[src/rtl/alu_pkg.sv]
// Shared ALU definitions: opcodes, default datapath width, result-beat payload.
// Latency: n/a (types and constants only).
// Backpressure: n/a.
//
// Contents:
//   ALU_ADD/ALU_SUB/ALU_AND/ALU_OR : ALUControl encodings
//   ALU_DATA_W                     : default result width
//   alu_res_t                      : {result, zero, cout, ctrl} beat payload
package alu_pkg;

  localparam int ALU_DATA_W = 32;

  localparam logic [1:0] ALU_ADD = 2'b00;
  localparam logic [1:0] ALU_SUB = 2'b01;
  localparam logic [1:0] ALU_AND = 2'b10;
  localparam logic [1:0] ALU_OR  = 2'b11;

  typedef struct packed {
    logic [ALU_DATA_W-1:0] result;
    logic                  zero;
    logic                  cout;
    logic [1:0]            ctrl;
  } alu_res_t;

  // Arithmetic ops are the only ones whose carry-out is meaningful.
  function automatic logic is_arith(input logic [1:0] ctrl);
    return (ctrl == ALU_ADD) || (ctrl == ALU_SUB);
  endfunction

endpackage

[src/rtl/alu_skid_buf.sv]
// Generic 2-entry valid/ready skid buffer (main register + skid register).
// Latency: 1 cycle from accept to out_vld when empty; 1 beat/cycle sustained.
// Backpressure: in_rdy is a registered !skid_full, no comb path from out_rdy.
//
// Ports:
//   clk, rst_n            : clock, async active-low reset
//   in_vld/in_rdy/in_dat  : upstream handshake and payload
//   out_vld/out_rdy/out_dat : downstream handshake and payload (from main reg)
module alu_skid_buf
  import alu_pkg::*;
#(
  parameter int W = $bits(alu_res_t)
) (
  input  logic         clk,
  input  logic         rst_n,
  input  logic         in_vld,
  output logic         in_rdy,
  input  logic [W-1:0] in_dat,
  output logic         out_vld,
  input  logic         out_rdy,
  output logic [W-1:0] out_dat
);

  logic         main_vld, main_vld_nxt;
  logic [W-1:0] main_dat, main_dat_nxt;
  logic         skid_vld, skid_vld_nxt;
  logic [W-1:0] skid_dat, skid_dat_nxt;
  logic         in_rdy_q;

  logic accept;
  logic retire;
  logic main_load;

  assign accept    = in_vld && in_rdy_q;
  assign retire    = main_vld && out_rdy;
  // Main register is free to take a new beat when empty or draining this cycle.
  assign main_load = !main_vld || retire;

  always_comb begin
    main_vld_nxt = main_vld;
    main_dat_nxt = main_dat;
    skid_vld_nxt = skid_vld;
    skid_dat_nxt = skid_dat;
    if (main_load) begin
      if (skid_vld) begin
        // Skid entry is older than anything at the input; it goes first.
        // No accept can coincide here since in_rdy is low while skid is full.
        main_vld_nxt = 1'b1;
        main_dat_nxt = skid_dat;
        skid_vld_nxt = 1'b0;
      end else if (accept) begin
        main_vld_nxt = 1'b1;
        main_dat_nxt = in_dat;
      end else begin
        main_vld_nxt = 1'b0;
      end
    end else if (accept) begin
      // Main is stalled: park the beat in the skid register.
      skid_vld_nxt = 1'b1;
      skid_dat_nxt = in_dat;
    end
  end

  always_ff @(posedge clk or negedge rst_n) begin
    if (!rst_n) begin
      main_vld <= 1'b0;
      main_dat <= '0;
      skid_vld <= 1'b0;
      skid_dat <= '0;
      in_rdy_q <= 1'b1;
    end else begin
      main_vld <= main_vld_nxt;
      main_dat <= main_dat_nxt;
      skid_vld <= skid_vld_nxt;
      skid_dat <= skid_dat_nxt;
      // Dedicated flop so in_rdy has no logic between register and port.
      in_rdy_q <= !skid_vld_nxt;
    end
  end

  assign in_rdy  = in_rdy_q;
  assign out_vld = main_vld;
  assign out_dat = main_dat;

endmodule

[src/rtl/alu_result_stage.sv]
// Registered ALU result stage with skid buffering, sticky zero/carry flags and retire counter.
// Latency: 1 cycle from accepted beat to out_valid when empty; full throughput.
// Backpressure: in_ready drops only when both buffer entries are occupied.
//
// Ports:
//   clk, rst_n                                   : clock, async active-low reset
//   in_valid/in_ready, in_result/zero/cout/ctrl  : ALU output beat
//   out_valid/out_ready, out_result/zero/cout/ctrl : registered beat to writeback
//   clr_flags                                    : sync clear of sticky flags and op_count
//   sticky_zero, sticky_carry, op_count          : status for software/debug
module alu_result_stage
  import alu_pkg::*;
#(
  parameter int DATA_W = ALU_DATA_W,
  parameter int CNT_W  = 16
) (
  input  logic              clk,
  input  logic              rst_n,
  input  logic              in_valid,
  output logic              in_ready,
  input  logic [DATA_W-1:0] in_result,
  input  logic              in_zero,
  input  logic              in_cout,
  input  logic [1:0]        in_ctrl,
  output logic              out_valid,
  input  logic              out_ready,
  output logic [DATA_W-1:0] out_result,
  output logic              out_zero,
  output logic              out_cout,
  output logic [1:0]        out_ctrl,
  input  logic              clr_flags,
  output logic              sticky_zero,
  output logic              sticky_carry,
  output logic [CNT_W-1:0]  op_count
);

  // Payload layout mirrors alu_res_t but follows this instance's DATA_W.
  localparam int PW = DATA_W + 4;

  logic [PW-1:0] buf_in_dat;
  logic [PW-1:0] buf_out_dat;

  assign buf_in_dat = {in_result, in_zero, in_cout, in_ctrl};

  alu_skid_buf #(
    .W (PW)
  ) u_skid (
    .clk     (clk),
    .rst_n   (rst_n),
    .in_vld  (in_valid),
    .in_rdy  (in_ready),
    .in_dat  (buf_in_dat),
    .out_vld (out_valid),
    .out_rdy (out_ready),
    .out_dat (buf_out_dat)
  );

  assign out_result = buf_out_dat[PW-1:4];
  assign out_zero   = buf_out_dat[3];
  assign out_cout   = buf_out_dat[2];
  assign out_ctrl   = buf_out_dat[1:0];

  logic accept;
  logic retire;
  logic set_zero;
  logic set_carry;

  assign accept    = in_valid && in_ready;
  assign retire    = out_valid && out_ready;
  assign set_zero  = accept && in_zero;
  // AND/OR carry-out is meaningless, so only arithmetic beats count.
  assign set_carry = accept && in_cout && is_arith(in_ctrl);

  // Priority: a set event beats a same-cycle clear, and a same-cycle
  // retire is counted after the clear (count restarts at 1).
  always_ff @(posedge clk or negedge rst_n) begin
    if (!rst_n) begin
      sticky_zero  <= 1'b0;
      sticky_carry <= 1'b0;
      op_count     <= '0;
    end else begin
      if (set_zero)
        sticky_zero <= 1'b1;
      else if (clr_flags)
        sticky_zero <= 1'b0;

      if (set_carry)
        sticky_carry <= 1'b1;
      else if (clr_flags)
        sticky_carry <= 1'b0;

      if (clr_flags)
        op_count <= retire ? CNT_W'(1) : '0;
      else if (retire)
        op_count <= op_count + CNT_W'(1);
    end
  end

endmodule

[config.mk]
export PLATFORM = sky130hd
export DESIGN_NAME = alu_result_stage
export DESIGN_NICKNAME = d
export VERILOG_FILES = /design/src/rtl/alu_pkg.sv /design/src/rtl/alu_skid_buf.sv /design/src/rtl/alu_result_stage.sv
export SDC_FILE = /design/constraint.sdc
export NUM_CORES = 1
export LEC_CHECK = 0
export BUFFER_PORTS_ARGS = -buffer_cell sky130_fd_sc_hd__buf_2
export CAP_MARGIN = 5
export CORE_ASPECT_RATIO = 1.75
export CORE_UTILIZATION = 57
export DETAILED_ROUTE_END_ITERATION = 6
export PLACE_DENSITY = 0.84
export SLEW_MARGIN = 20
export SYNTH_ARGS = -nofsm -noshare
export SYNTH_HDL_FRONTEND = slang
export SYNTH_SLANG_ARGS = --single-unit
[constraint.sdc]
create_clock -name clk -period 3.9 [get_ports clk]
set_clock_uncertainty 0.2 [all_clocks]
set_input_delay 0.585 -clock clk [delete_from_list [all_inputs] [get_ports clk]]
set_output_delay 0.585 -clock clk [all_outputs]
set_load 0.02 [all_outputs]
==> results of run 1 <==
[critical path, stage by stage (launching register included)]
cell and delay, ns:
dfstp_2 0.58, a21oi_1 0.13, nor2_4 0.79, buf_4 0.33
nor2_1 0.06, a21oi_1 0.13
[routing by layer]
| metal | track usage [%] | part of all wire [%] |
|---|---|---|
| met1 | 26.9 | 40 |
| met2 | 41.3 | 53 |
| met4 | 10.0 | 2.4 |
| met3 | 5.28 | 4.2 |
| met5 | 0 | 0 |
[flip-flops by register name, indices dropped and copies added (netlist names)]
name,cells
u_skid.out_vld,1
u_skid.skid_vld,1
u_skid.in_rdy,1
sticky_zero,1
sticky_carry,1
u_skid.skid_dat,36
op_count,16
u_skid.out_dat,36
[synthesized netlist by cell type]
master,number,share of area (%)
a21oi_1,42,5.3
mux2i_1,36,9.1
nor2_2,1,0.16
nand4_1,4,0.63
nand4b_1,1,0.22
and2b_1,1,0.19
and4_2,1,0.25
clkbuf_1,2,0.19
dfrtp_1,92,58
nor2b_1,1,0.16
inv_1,2,0.19
dfstp_2,1,0.66
and4_1,3,0.66
ha_1,1,0.32
and3_1,1,0.16
nor2_1,46,4.4
nand3_4,1,0.44
or3_1,4,0.63
buf_2,15,1.9
xor2_1,10,2.2
nand2b_1,2,0.32
buf_6,1,0.28
nand4_4,1,0.54
inv_2,1,0.095
xnor2_1,1,0.22
mux2_1,36,10
and2_1,1,0.16
nand3_1,7,0.88
nand2_1,8,0.76
o21ai_0,2,0.25
o21ai_1,4,0.50
[cells by family (layout without fill, tap and decap cells)]
kind of cell | Yosys count | after routing
buffers and inverters | 21 | 122
adder cells (fa/ha/maj) | 1 | 1
XOR/XNOR | 11 | 11
flip-flops | 93 | 93
AND/OR/NAND/NOR | 83 | 83
multiplexers | 72 | 72
AO/OA/AOI/OAI | 48 | 48
[where the power goes]
group,switching [mW],total (mW),internal [mW]
Clock,0.346,0.894,0.548
Sequential,0.127,1.32,1.19
Combinational,0.383,0.639,0.256
Total,0.855,2.85,1.99
[per-stage QoR]
stage | utilization (%) | hold WS [ns] | worst slack, ns | area, sq um | power (mW)
after floorplan | - | 0.0894 | 2.08 | 3970 | 1.73
after global placement | 67.8 | 0.273 | 1.43 | 4500 | 1.94
after detailed placement | 67.8 | 0.281 | 1.32 | 4500 | 1.97
after CTS | 72.5 | 0.247 | 1.55 | 4810 | 2.87
after global routing | 73.1 | 0.271 | 1.38 | 4850 | 2.98
final | 73.1 | 0.268 | 1.57 | 4850 | 2.85
[layout make-up]
cell class | instances | area share (%)
clock inverters | 3 | 0.877
inverters | 3 | 0.232
multi-input cells | 215 | 31.7
clock buffers | 13 | 5.57
well taps | 82 | 2.12
repair buffers | 103 | 11.5
flip-flops and latches | 93 | 48.0
[worst max path at each step]
stage | from | endpoint | slack [ns] | cells after the start
after global routing | u_skid.in_rdy | u_skid.out_dat[15] | 1.38 | 5
after detailed placement | out_ready | u_skid.out_dat[20] | 1.32 | 6
after floorplan | op_count[0] | op_count[14] | 2.08 | 6
after CTS | u_skid.in_rdy | u_skid.out_dat[20] | 1.55 | 5
after global placement | out_ready | u_skid.out_dat[1] | 1.43 | 6
final | u_skid.in_rdy | u_skid.out_dat[20] | 1.57 | 5
[repair_timing]
action / 4_1_cts / 5_1_grt
setup buffers: 0 / 0
endpoints found under the hold margin: 0 / 20
hold buffers: 0 / 1
==> results.ini, run 1 <==
[status]
outcome = completed

[routing]
drc = 0
wirelength_um = 7970
dr.pass1.iters = 6
num_vias = 2821
drt_iter0_markers = 108
vias_per_cell = 5.51
wl_per_cell_um = 15.6
ant_nets = 0

[synth]
synth_top_family_by_area = multiplexers
synth_area_per_cell_sq_um = 12.1
ys_types = 31
synth_compound_area_share_pct = 6.06
syn-num-nets = 371
syn-cell-area_sq_um = 3970
ys_seq_area_share_pct = 58.7
synthAdderAreaFrac_pct = 0.316
postSynthCellCount = 329
synth_xor_xnor_area_share_pct = 2.43
synth-simple-area-share_pct = 10.5
synth_mux_area_share_pct = 19.3
synth-seq-cells = 93
yosys_warnings = 0

[setup_path]
rrSetupSlack_ns = 1.57
cp.arrival_ns = 2.38
critPathCaptureType = flop
reg2reg_to = u_skid.out_dat[20]
r2r-start = u_skid.in_rdy
cp-start-kind = flop
required_ns = 3.96
crit_fanout = 48
reg2regPathDepth = 5
crit_type = reg2reg

[floorplan]
fp.dieW_um = 65.0
start_util_pct = 59.7
coreArea_sq_um = 6640
io_pins = 97
rows = 39
die_h_um = 112
die-area_sq_um = 7310

[grt]
overflow = 0
grt_pass1_wl_um = 13000
grt_max_degree = 80
grt_pass1_vias = 2880
antenna_found_initial = 0
grt_use_total_pct = 23.5

[clocking]
cts_buffer_depth = 2
cts_resized = 0
path_clk_slew_ns = 0.06
h-tree-depth = 3
root_buffer = clkbuf_16
cts_buffers = 9
clkSinkCount = 93
clkLatencyLatePin_ns = 0.34
cts_tree = yes

[sta]
min_period_ns = 2.33
setup_viol = 0
tightest_slew_ns = 0.995
relSlewSlack_pct = 33.5
hold_violations = 0
tns_ns = 0
fmax_ghz = 0.430
rsz0062_at_grt = no
maxSlewViolCount = 0
finalCritPeriodShare_pct = 59.7

[min_path]
hp-class = in2reg
hp-start = in_result[6]
whs_endpoint = u_skid.skid_dat[10]
whs_path_depth = 2

[job]
cap_violations = 0

[place]
hpwl_um = 5350
port_buffers = 96
gp_congestion = 0.754
placed_cells = 494

[layout]
n_antenna_cell = 0
nNetsFinal = 467
mostFrequentLayoutCell = buf_2
multi_input_area_sq_um = 1540
seq_area_sq_um = 2330
layout-drive-gt1-share_pct = 28.8
layout_common_cells = buf_2 (95), dfrtp_1 (91), nor2_1 (46)
fill_cells = 491
area_growth_pct = 22.3
layout.cells.non_filler = 512

[power]
p_per_area_nw_per_um2 = 587
leakage_nw = 2.22
vdd_ir_drop_max_uv = 397

Note: power is estimated with default switching activity, not from simulation.
==> run 2, diff against run 1 <==
--- a/config.mk
+++ b/config.mk
@@ -5,12 +5,13 @@
 export SDC_FILE = /design/constraint.sdc
 export NUM_CORES = 1
 export LEC_CHECK = 0
+export ABC_AREA = 1
 export BUFFER_PORTS_ARGS = -buffer_cell sky130_fd_sc_hd__buf_2
 export CAP_MARGIN = 5
 export CORE_ASPECT_RATIO = 1.75
-export CORE_UTILIZATION = 57
+export CORE_UTILIZATION = 48
 export DETAILED_ROUTE_END_ITERATION = 6
-export PLACE_DENSITY = 0.84
+export PLACE_DENSITY = 0.75
 export SLEW_MARGIN = 20
 export SYNTH_ARGS = -nofsm -noshare
 export SYNTH_HDL_FRONTEND = slang
==> constraint.sdc (replaced) <==
create_clock -name clk -period 2.1 [get_ports clk]
set_clock_uncertainty 0.2 [all_clocks]
set_input_delay 0.315 -clock clk [delete_from_list [all_inputs] [get_ports clk]]
set_output_delay 0.315 -clock clk [all_outputs]
set_load 0.02 [all_outputs]
==> run 2 against run 1 <==
Via count grew 15%. Combinational power is 130% higher. Wire length rose by 11%. Sequential share of layout area shrank 1.1 points. Die area rose by 22%. Critical path type unchanged. Fmax increased by 37%. Flip-flop and latch count stayed put. Count of clock-buffer cells in the layout is 3 lower. Clock power increased by 77%. Hold slack lost 0.24 ns. Non-clock buffer count rose by 3. Critical endpoint is now op_count[14].
==> results.ini, run 2 <==
[status]
outcome = completed

[clocking]
root_buffer = clkbuf_16
cts_buffers = 9  ; unchanged
clkSinkCount = 93  ; unchanged
cts_tree = yes
h-tree-depth = 3  ; unchanged
clkLatencyLatePin_ns = 0.33  ; about the same
cts_buffer_depth = 2  ; unchanged
cts_setup_buffers = 0  ; unchanged
path_clk_slew_ns = 0.07  ; about the same

[routing]
num_vias = 3233  ; +15%
drc = 0  ; unchanged
drt_iter0_markers = 235  ; +120%
ant_nets = 0  ; unchanged
wirelength_um = 8860  ; +11%
dr.pass1.iters = 5  ; -1
vias_per_cell = 5.31  ; -3.6%
wl_per_cell_um = 14.5  ; -6.6%

[power]
leakage_nw = 2.42  ; +9.1%
seq_power_share_pct = 45.7  ; -0.5 points
p_per_area_nw_per_um2 = 1120  ; +91%
clockPowerShare_pct = 28.4  ; -3.0 points
p_total_mw = 5.56  ; +95%
vdd_ir_drop_max_uv = 865  ; +120%
combPwrFrac_pct = 25.9  ; +3.5 points
p_int_mw = 3.84  ; +93%
p_switching_mw = 1.72  ; +100%
switching_share_pct = 31.0  ; +0.94 points

[floorplan]
coreArea_sq_um = 8260  ; +24%
die_h_um = 124  ; +10%
die-area_sq_um = 8900  ; +22%
fp.dieW_um = 71.7  ; +10%
io_pins = 97  ; unchanged
rows = 44  ; +13%
start_util_pct = 49.5  ; -10 points

[place]
port_buffers = 96  ; unchanged
gp_congestion = 0.877  ; +16%
hpwl_um = 6240  ; +17%

[synth]
postSynthCellCount = 416  ; +26%
syn-cell-area_sq_um = 4090  ; +3.0%
synth_area_leaders = dfrtp_1 (56%), nand2_1 (10%), mux2_4 (5.9%), a31oi_1 (5.5%), nor2_1 (5.4%)
ys_types = 27  ; -13%
ys_seq_area_share_pct = 57.0  ; -1.7 points
synth-seq-cells = 93  ; unchanged
synth_top_cell_area_share_pct = 56.4  ; -1.7 points
synth_top_area_cell = dfrtp_1
yosys_warnings = 0  ; unchanged
synth_most_common_cell = nand2_1
ys.flop_type = dfrtp_1
async_flop_share_pct = 100  ; unchanged
syn-num-nets = 458  ; +23%
synth-edff-count = 0  ; unchanged
synth_area_per_cell_sq_um = 9.82  ; -19%
synth_common_cells = nand2_1 (109), dfrtp_1 (92), nor2_1 (59)

[layout]
final_util_pct = 60.1  ; -13 points
area_growth_pct = 21.4
n_antenna_cell = 0  ; unchanged
nNetsFinal = 556  ; +19%
mostFrequentLayoutCell = nand2_1
layout-drive-gt1-share_pct = 30.9  ; +2.1 points
layout_common_cells = nand2_1 (109), buf_2 (95), dfrtp_1 (92)

[job]
cap_violations = 0  ; unchanged

[grt]
antenna_found_initial = 0  ; unchanged
grt_pass1_wl_um = 14100  ; +8.6%
grt_use_total_pct = 20.6  ; -2.9 points
grt_pass1_vias = 3143  ; +9.1%
overflow = 0  ; unchanged
grt_max_degree = 73  ; -8.8%

[setup_path]
critPathCaptureType = flop
crit_type = reg2reg
crit_fanout = 6  ; -88%
cp-start-kind = flop
required_ns = 2.12  ; -1.84 ns
cp.arrival_ns = 1.72  ; -0.66 ns

[sta]
tns_ns = 0  ; unchanged
setup_viol = 0  ; unchanged
fmax_ghz = 0.590  ; +37%
min_period_ns = 1.70  ; -0.631 ns
relSlewSlack_pct = 69.0  ; +35 points
tightest_slew_ns = 0.465  ; -0.531 ns
hold_violations = 0  ; unchanged
maxSlewViolCount = 0  ; unchanged
rsz0062_at_grt = no
finalCritPeriodShare_pct = 80.8  ; +21 points

[min_path]
hp-class = in2reg

[run 2: per-layer routing]
layer	GRT usage [%]	vias to the layer above	share of wire, %
met2	38.0	90	53
li1	-	1565	-
met5	0	-	0
met1	22.2	1563	41
met4	9.19	0	2.3
met3	4.37	15	3.5
[run 2: power by group through the flow]
stage	Clock [mW]	Combinational (mW)	Sequential [mW]
3_3_place_gp	0	1.41	2.54
3_5_place_dp	0	1.46	2.57
2_1_floorplan	0	0.711	2.81
5_1_grt	1.67	1.57	2.61
4_1_cts	1.61	1.46	2.54
6_report	1.58	1.44	2.54
[run 2: critical path, cell delays in order (launching register included)]
cell	delay, ns
dfrtp_1	0.40
ha_1	0.18
nand2_1	0.11
nor2_4	0.16
nand2_1	0.07
nor2_1	0.24
nand3b_1	0.11
nand2_1	0.07
nor2_1	0.04
[run 2: what timing repair did]
action | 4_1_cts | 5_1_grt
hold buffers | 2 | 0
resized for setup | 0 | 0
endpoints found under the hold margin | 94 | 0
[run 2: kinds of logic after synthesis]
group	after synthesis	synth area share (%)
adders and majority gates	1	0.306
AOI/OAI and AO/OA	57	8.33
buffers and inverters	44	5.24
DFF	93	57.0
and+or+nand+nor	187	18.3
muxes	34	10.8
[run 2: metrics by stage]
stage / cell area [sq um] / worst slack, ns / instances / hold WS (ns)
floorplan: 4090 / 0.414 / 416 / -0.181
CTS: 4960 / 0.403 / 609 / 0.00937
global route: 4960 / 0.254 / 609 / 0.0250
finish: 4960 / 0.404 / 609 / 0.0229
global placement: 4650 / 0.412 / 593 / -0.0135
detailed placement: 4650 / 0.380 / 593 / -0.0128
[run 2: area by class of cell]
| cell class | instances | area, sq um |
|---|---|---|
| well taps | 92 | 115 |
| multi-input cells | 279 | 1540 |
| repair buffers | 106 | 588 |
| clock inverters | 4 | 50.0 |
| flip-flops and latches | 93 | 2330 |
| inverters | 25 | 96.3 |
| fillers | 684 | 3300 |
| clock buffers | 10 | 239 |
[run 2: worst paths after layout]
path | start | to | slack, ns | depth (start not counted)
max | op_count[1] | op_count[14] | 0.40 | 8
max reg2reg | op_count[1] | op_count[14] | 0.40 | 8
max in group asynchronous | rst_n | u_skid.skid_dat[33] | 0.94 | 3
min reg2reg | u_skid.skid_dat[2] | u_skid.skid_dat[2] | 0.29 | 2
min | clr_flags | op_count[6] | 0.02 | 2
min in group asynchronous | rst_n | op_count[4] | 0.19 | 2
